## src/rtl/glb_pkg.sv

```systemverilog
// Shared defaults and address helper for the GLB read ports.
// The optional bounds check in glb_rd_port is enabled by defining GLB_RD_ERR_EN.
package glb_pkg;

  localparam int SRAM_WIDTH_DEF = 256;
  localparam int ADDR_WIDTH_DEF = 10;
  localparam int SRAM_DEPTH_DEF = 1024;
  localparam int RD_LATENCY_MAX = 4;

  // Base + index, wrapped to the SRAM depth; callers truncate to their address width.
  function automatic logic [31:0] wrap_addr(input logic [31:0] base,
                                            input logic [31:0] idx,
                                            input logic [31:0] depth);
    logic [31:0] sum;
    sum = base + idx;
    return sum % depth;
  endfunction

endpackage

```

## src/rtl/glb_rd_fifo.sv

```systemverilog
// Synchronous first-word-fall-through FIFO with occupancy count and clear.
// Works for any DEPTH >= 1 (pointers wrap explicitly, not by power of two).
module glb_rd_fifo #(
  parameter int WIDTH = 256,
  parameter int DEPTH = 3,
  localparam int PTR_W = (DEPTH > 1) ? $clog2(DEPTH) : 1,
  localparam int CNT_W = $clog2(DEPTH + 1)
) (
  input  logic             clk,
  input  logic             rst_n,
  input  logic             clr,
  input  logic             push,
  input  logic [WIDTH-1:0] push_dat,
  input  logic             pop,
  output logic [WIDTH-1:0] head,
  output logic             empty,
  output logic [CNT_W-1:0] count
);

  logic [WIDTH-1:0] mem [DEPTH];
  logic [PTR_W-1:0] wr_ptr;
  logic [PTR_W-1:0] rd_ptr;
  logic [CNT_W-1:0] cnt;
  logic             do_push;
  logic             do_pop;

  function automatic logic [PTR_W-1:0] ptr_inc(input logic [PTR_W-1:0] p);
    return (p == PTR_W'(DEPTH - 1)) ? '0 : p + PTR_W'(1);
  endfunction

  assign do_pop  = pop && (cnt != '0);
  // A push into a full FIFO is only taken when the head leaves in the same cycle.
  assign do_push = push && ((cnt != CNT_W'(DEPTH)) || do_pop);

  always_ff @(posedge clk or negedge rst_n) begin
    if (!rst_n) begin
      wr_ptr <= '0;
      rd_ptr <= '0;
      cnt    <= '0;
    end else if (clr) begin
      wr_ptr <= '0;
      rd_ptr <= '0;
      cnt    <= '0;
    end else begin
      if (do_push) wr_ptr <= ptr_inc(wr_ptr);
      if (do_pop)  rd_ptr <= ptr_inc(rd_ptr);
      case ({do_push, do_pop})
        2'b10:   cnt <= cnt + CNT_W'(1);
        2'b01:   cnt <= cnt - CNT_W'(1);
        default: cnt <= cnt;
      endcase
    end
  end

  always_ff @(posedge clk) begin
    if (do_push && !clr) mem[wr_ptr] <= push_dat;
  end

  assign head  = mem[rd_ptr];
  assign empty = (cnt == '0);
  assign count = cnt;

endmodule

```

## src/rtl/glb_rd_port.sv

```systemverilog
// GLB read responder: index->SRAM address, credit-limited issue, FWFT return buffer.
// Define GLB_RD_ERR_EN to bounds-check RdAddr against CfgNum (zero word + sticky RdErr).
module glb_rd_port
  import glb_pkg::*;
#(
  parameter int SRAM_WIDTH = SRAM_WIDTH_DEF,
  parameter int ADDR_WIDTH = ADDR_WIDTH_DEF,
  parameter int SRAM_DEPTH = SRAM_DEPTH_DEF,
  parameter int RD_LATENCY = 1,
  parameter int FIFO_DEPTH = RD_LATENCY + 2
) (
  input  logic                  clk,
  input  logic                  rst_n,
  input  logic                  Clr,
  input  logic [ADDR_WIDTH-1:0] CfgBase,
  input  logic [ADDR_WIDTH-1:0] CfgNum,
  input  logic [ADDR_WIDTH-1:0] RdAddr,
  input  logic                  RdAddrVld,
  output logic                  RdAddrRdy,
  output logic [SRAM_WIDTH-1:0] RdDat,
  output logic                  RdDatVld,
  input  logic                  RdDatRdy,
  output logic                  SramRdEn,
  output logic [ADDR_WIDTH-1:0] SramAddr,
  input  logic [SRAM_WIDTH-1:0] SramRdDat,
  output logic                  RdErr,
  output logic                  Busy
);

  localparam int FCNT_W = $clog2(FIFO_DEPTH + 1);
  localparam int CNT_W  = $clog2(2 * FIFO_DEPTH + 1);

  logic [RD_LATENCY-1:0] vld_sr;
  logic [CNT_W-1:0]      inflight_cnt;
  logic [CNT_W-1:0]      credit_cnt;
  logic [FCNT_W-1:0]     fifo_cnt;
  logic                  fifo_empty;
  logic [SRAM_WIDTH-1:0] fifo_head;
  logic [SRAM_WIDTH-1:0] push_dat;
  logic [ADDR_WIDTH-1:0] phys_addr;
  logic                  accept;
  logic                  issue;
  logic                  oob;
  logic                  push;
  logic                  pop;

  always_comb begin
    inflight_cnt = '0;
    for (int i = 0; i < RD_LATENCY; i++) begin
      inflight_cnt = inflight_cnt + CNT_W'(vld_sr[i]);
    end
  end

  // Every accepted request owns a FIFO slot until popped, so the buffer cannot overflow.
  assign credit_cnt = inflight_cnt + CNT_W'(fifo_cnt);
  assign RdAddrRdy  = !Clr && (credit_cnt < CNT_W'(FIFO_DEPTH));
  assign accept     = RdAddrVld && RdAddrRdy;
  assign issue      = accept && !oob;

  assign phys_addr = ADDR_WIDTH'(wrap_addr(32'(CfgBase), 32'(RdAddr), 32'(SRAM_DEPTH)));
  assign SramRdEn  = issue;
  assign SramAddr  = issue ? phys_addr : '0;

  always_ff @(posedge clk or negedge rst_n) begin
    if (!rst_n) begin
      vld_sr <= '0;
    end else if (Clr) begin
      vld_sr <= '0;
    end else begin
      vld_sr[0] <= accept;
      for (int i = 1; i < RD_LATENCY; i++) begin
        vld_sr[i] <= vld_sr[i-1];
      end
    end
  end

`ifdef GLB_RD_ERR_EN
  logic [RD_LATENCY-1:0] err_sr;
  logic                  rd_err;

  assign oob = (RdAddr >= CfgNum);

  always_ff @(posedge clk or negedge rst_n) begin
    if (!rst_n) begin
      err_sr <= '0;
      rd_err <= 1'b0;
    end else if (Clr) begin
      err_sr <= '0;
      rd_err <= 1'b0;
    end else begin
      err_sr[0] <= accept && oob;
      for (int i = 1; i < RD_LATENCY; i++) begin
        err_sr[i] <= err_sr[i-1];
      end
      if (accept && oob) rd_err <= 1'b1;
    end
  end

  // Out-of-range slots never read SRAM; they return a zero word in order.
  assign push_dat = err_sr[RD_LATENCY-1] ? '0 : SramRdDat;
  assign RdErr    = rd_err;
`else
  logic unused_cfg_num;

  assign oob            = 1'b0;
  assign push_dat       = SramRdDat;
  assign RdErr          = 1'b0;
  assign unused_cfg_num = ^CfgNum;
`endif

  assign push = vld_sr[RD_LATENCY-1] && !Clr;
  assign pop  = RdDatVld && RdDatRdy && !Clr;

  glb_rd_fifo #(
    .WIDTH (SRAM_WIDTH),
    .DEPTH (FIFO_DEPTH)
  ) u_fifo (
    .clk      (clk),
    .rst_n    (rst_n),
    .clr      (Clr),
    .push     (push),
    .push_dat (push_dat),
    .pop      (pop),
    .head     (fifo_head),
    .empty    (fifo_empty),
    .count    (fifo_cnt)
  );

  assign RdDatVld = !fifo_empty;
  // Storage is not reset, so the head is masked to keep RdDat at zero when empty.
  assign RdDat    = RdDatVld ? fifo_head : '0;
  assign Busy     = (credit_cnt != '0);

endmodule

```

## config.mk

```make
export PLATFORM = sky130hd
export DESIGN_NAME = glb_rd_port
export DESIGN_NICKNAME = d
export VERILOG_FILES = /design/src/rtl/glb_pkg.sv /design/src/rtl/glb_rd_fifo.sv /design/src/rtl/glb_rd_port.sv
export SDC_FILE = /design/constraint.sdc
export NUM_CORES = 1
export LEC_CHECK = 0
export ABC_AREA = 1
export CORE_MARGIN = 1.5
export CORE_UTILIZATION = 25
export CTS_CLUSTER_SIZE = 28
export DETAILED_ROUTE_END_ITERATION = 7
export GPL_TIMING_DRIVEN = 0
export PLACE_DENSITY = 0.46
export SKIP_CTS_REPAIR_TIMING = 1
export SYNTH_ARGS = -nofsm -noshare
export SYNTH_HDL_FRONTEND = slang
export SYNTH_SLANG_ARGS = --single-unit
```

## constraint.sdc

```tcl
create_clock -name clk -period 22.8 [get_ports clk]
set_input_delay 2.28 -clock clk [delete_from_list [all_inputs] [get_ports clk]]
set_output_delay 2.28 -clock clk [all_outputs]
set_load 0.01 [all_outputs]
```

==> results.md <==
Route:
- The final routed wirelength across all metal layers is 104200 um.
- The number of antenna-violating nets in the routed design is 0.
- The first-pass iteration count of the detailed router is 5.
- The initial detailed-routing violation count is 1175.
- After detailed routing, the number of vias per cell comes to 4.361.
- For this block, the via count after detailed routing is 22050.
- In the final routed layout, each cell accounts on average for 20.60 um.
- The number of remaining DRC errors is 0.

Timing:
- Headroom to the max-slew limit came out at 48.58%.
- Adding up every negative setup slack in the final design gives 0 ns.
- The highest achievable clock rate is 140.7 MHz.
- The final number of hold-violating endpoints was 0.
- Setup repair after global routing left no endpoint under its margin.
- The transition time at the pin with the least slew margin is 0.7695 ns.
- Hold is met by 0.5768 ns.
- The total setup violations reported at the end of the flow is 0.
- The final count of pins violating max slew is 0.
- The largest clock skew in the final design is 0.03704 ns.
- The post-route minimum period is 7.107 ns.
- In the finished design, the share of the clock period the worst path needs comes to 31.17%.

Floorplanning:
- The total die area is 129300 um^2.
- The floorplan has 130 rows.
- The floorplan step set the die width to 359.6 um.
- The y dimension of the die is 359.6 um.
- The core region is 125900 um^2.
- Once the floorplan was initialized, standard cells occupied 25.25% of the core.
- In this run the count of I/O pins placed on the die edge is 562.

GRT:
- The via count of the first global-routing pass is 22220.
- The number of antenna violations at the first check in global routing came to 30.
- Global routing used 15.79% of the available tracks.
- The first global-routing pass estimated 150700 um of wire.
- Entering global routing, the biggest net connects 105 pins.
- The final global-route overflow total is 0.

Synth:
- The number of nets in the synthesized netlist is 2930.
- In this run the biggest area consumer among cell types represents 72.55% of the synthesized area.
- After synthesis, the netlist uses 25 different library cells.
- The sequential fraction of the synthesis area is 73.10%.
- The Yosys step of the flow raised 0 warnings.
- The synthesized cell area is 31790 um^2.
- The largest area contributor in the synthesized netlist is edfxtp_1.
- Ranked by total cell area, the synthesized netlist is headed by edfxtp_1 (73%), nand3_1 (12%), nand2_1 (6.5%), inv_1 (3.4%), buf_2 (1.5%).
- Synthesis produced 2627 cells.
- The average footprint of a synthesized cell is 12.10 um^2.
- The count of state elements after synthesis is 775.

Setup path:
- By startpoint and endpoint, the worst setup path is classified as primary input to primary output.
- The slack of the worst reg-to-reg path is 20.04 ns.
- The depth of the worst register-to-register path is 10.
- The data required time at the worst endpoint is 20.52 ns.
- The worst setup path is launched from a primary input.
- STA puts the critical path data arrival time at 4.83 ns.
- The critical path endpoint category is a primary output.
- The startpoint identified for the worst register-to-register timing path is u_fifo.count[1].
- The endpoint identified for the worst register-to-register timing path is u_fifo.mem[2][66].
- In this run the worst path has a maximum fanout of 9.

Final layout:
- After the flow finishes, the layout carries non-filler instances totaling 5056.
- The combined flip-flop and latch cell area is 23240 um^2.
- In the layout the commonest cells are nand3_1 (783), edfxtp_1 (768), nand2_1 (553), clkdlybuf4s50_1 (550), inv_1 (283).
- The share of cells above drive strength 1 is 9.646%.
- The post-route core utilization is 34.22%.
- The library cell used most frequently in the layout, excluding fill and tap cells, is nand3_1.
- The final net count is 3616.
- The area overhead of the layout relative to synthesis is 35.54%.
- The filler cells instantiated in the layout total 12700.
- The area of the multi-input gates is 6386 um^2.

Pwr:
- For this design the static power due to leakage is 16.79 nW.
- The design draws 0.003888 W.
- For this design the ratio of total power to cell area is 90.23 nW/um^2.
- Across the VDD grid, the largest voltage drop is 0.00005630 V.

Placed design:
- Including well taps, the total number of placed cells is 4872.
- The HPWL after detailed placement is 73660 um.
- The port buffer count is 550.
- The final estimated routing congestion in global placement is 0.7932.

CTS:
- Clock-pin slew was measured on the worst setup and hold paths at 0.06 ns.
- The maximum count of clock buffers along a single path is 3.
- For this design, the sink count on the clock tree is 775.
- The clock tree synthesis step divided the H-tree into 3 levels.
- Clock tree synthesis inserted a total of 89 buffers.
- The source-to-sink clock delay at the later pin of the worst-skew pair is 0.67 ns.
- The CTS tree is done.
- The tree is rooted in a clkbuf_16.

Run status:
- The flow ran to the end, and the final reports show no timing, DRC or antenna violations.

Worst hold path:
- The hold-critical path depth is 2.
- In this run the most critical hold path is launched from u_fifo.wr_ptr[1].
- The capture endpoint of the worst hold path is u_fifo.wr_ptr[1].
- The worst min-delay path category is register to register.

Job:
- Max-cap violations in this run came to 0.
-- sequential cells by signal (all words and copies together), names as in the netlist --
signal and cells:
vld_sr 1, u_fifo.count 2, u_fifo.rd_ptr 2, u_fifo.wr_ptr 2, u_fifo.mem 768
-- metrics by stage --
stage               setup slack (ns)  cell area (um^2)
detailed placement             15.63             40070
finish                         15.69             43090
CTS                            15.63             43050
global route                   15.43             43080
global placement              -14.96             39360
floorplan                      1.844             31790
-- layout make-up --
| class | count | area share (%) |
|---|---|---|
| Sequential cell | 775 | 53.93 |
| Antenna cell | 16 | 0.09292 |
| Timing Repair Buffer | 595 | 14.39 |
| Tap cell | 1650 | 4.791 |
| Buffer | 172 | 2.555 |
| Inverter | 287 | 2.518 |
| Clock inverter | 60 | 1.522 |
| Multi-Input combinational cell | 1393 | 14.82 |
| Clock buffer | 108 | 5.384 |
-- kinds of logic (layout without fill, tap and decap cells) --
family | after synthesis | in the layout | synth area share [%]
other | 1 | 17 | 0.01180
AOI/OAI and AO/OA | 22 | 22 | 0.3739
xor gates and xnor gates | 1 | 1 | 0.02756
DFF | 775 | 775 | 73.10
buffers and inverters | 459 | 1222 | 6.852
and+or+nand+nor | 1357 | 1357 | 19.14
adders and majority gates | 12 | 12 | 0.4959
-- how the worst max path moves through the flow --
stage / from / endpoint / slack, ns
after floorplan: Clr / u_fifo.mem[2][0] / 1.84
after global routing: Clr / SramAddr[2] / 15.43
after detailed placement: Clr / SramAddr[3] / 15.63
final: Clr / SramAddr[4] / 15.69
after global placement: Clr / u_fifo.mem[2][170] / -14.96
after CTS: Clr / SramAddr[3] / 15.63
-- where the power goes --
part	switching, W	leakage, nW	internal, W	total [W]
registers	0.00000496	7.04	0.00159	0.00160
logic	0.000525	8.28	0.000308	0.000833
clock network	0.000582	1.46	0.000874	0.00146
total	0.00111	16.8	0.00278	0.00389
-- layer usage --
layer  wire (um)  global-route usage, %  up-vias
li1            -                      -    10580
met1       44610                  20.09    10710
met2       50470                  25.83      565
met3        6015                  3.937      162
met4        2928                  5.916       24
met5         152                      0        -
-- cells in the mapped netlist (all sizes together) --
master  number
clkbuf      26
clkinv       1
buf        146
fa           1
xnor2        1
nor2        16
conb         1
a21oi       13
inv        286
a22oi        2
ha          11
nor3         1
o21a         1
or2          1
nand4        3
edfxtp     768
o21ai        5
nand3      783
o22ai        1
nand2      553
dfrtp        7
-- critical path, stage by stage --
cell             delay, ns
clkdlybuf4s50_1       0.54
inv_1                 0.12
nand3_1               0.10
inv_1                 0.09
nand2_1               0.49
clkinv_1              0.47
o21ai_0               0.18
a21oi_1               0.06
clkdlybuf4s50_1       0.48
Note: power is estimated with default switching activity, not from simulation.
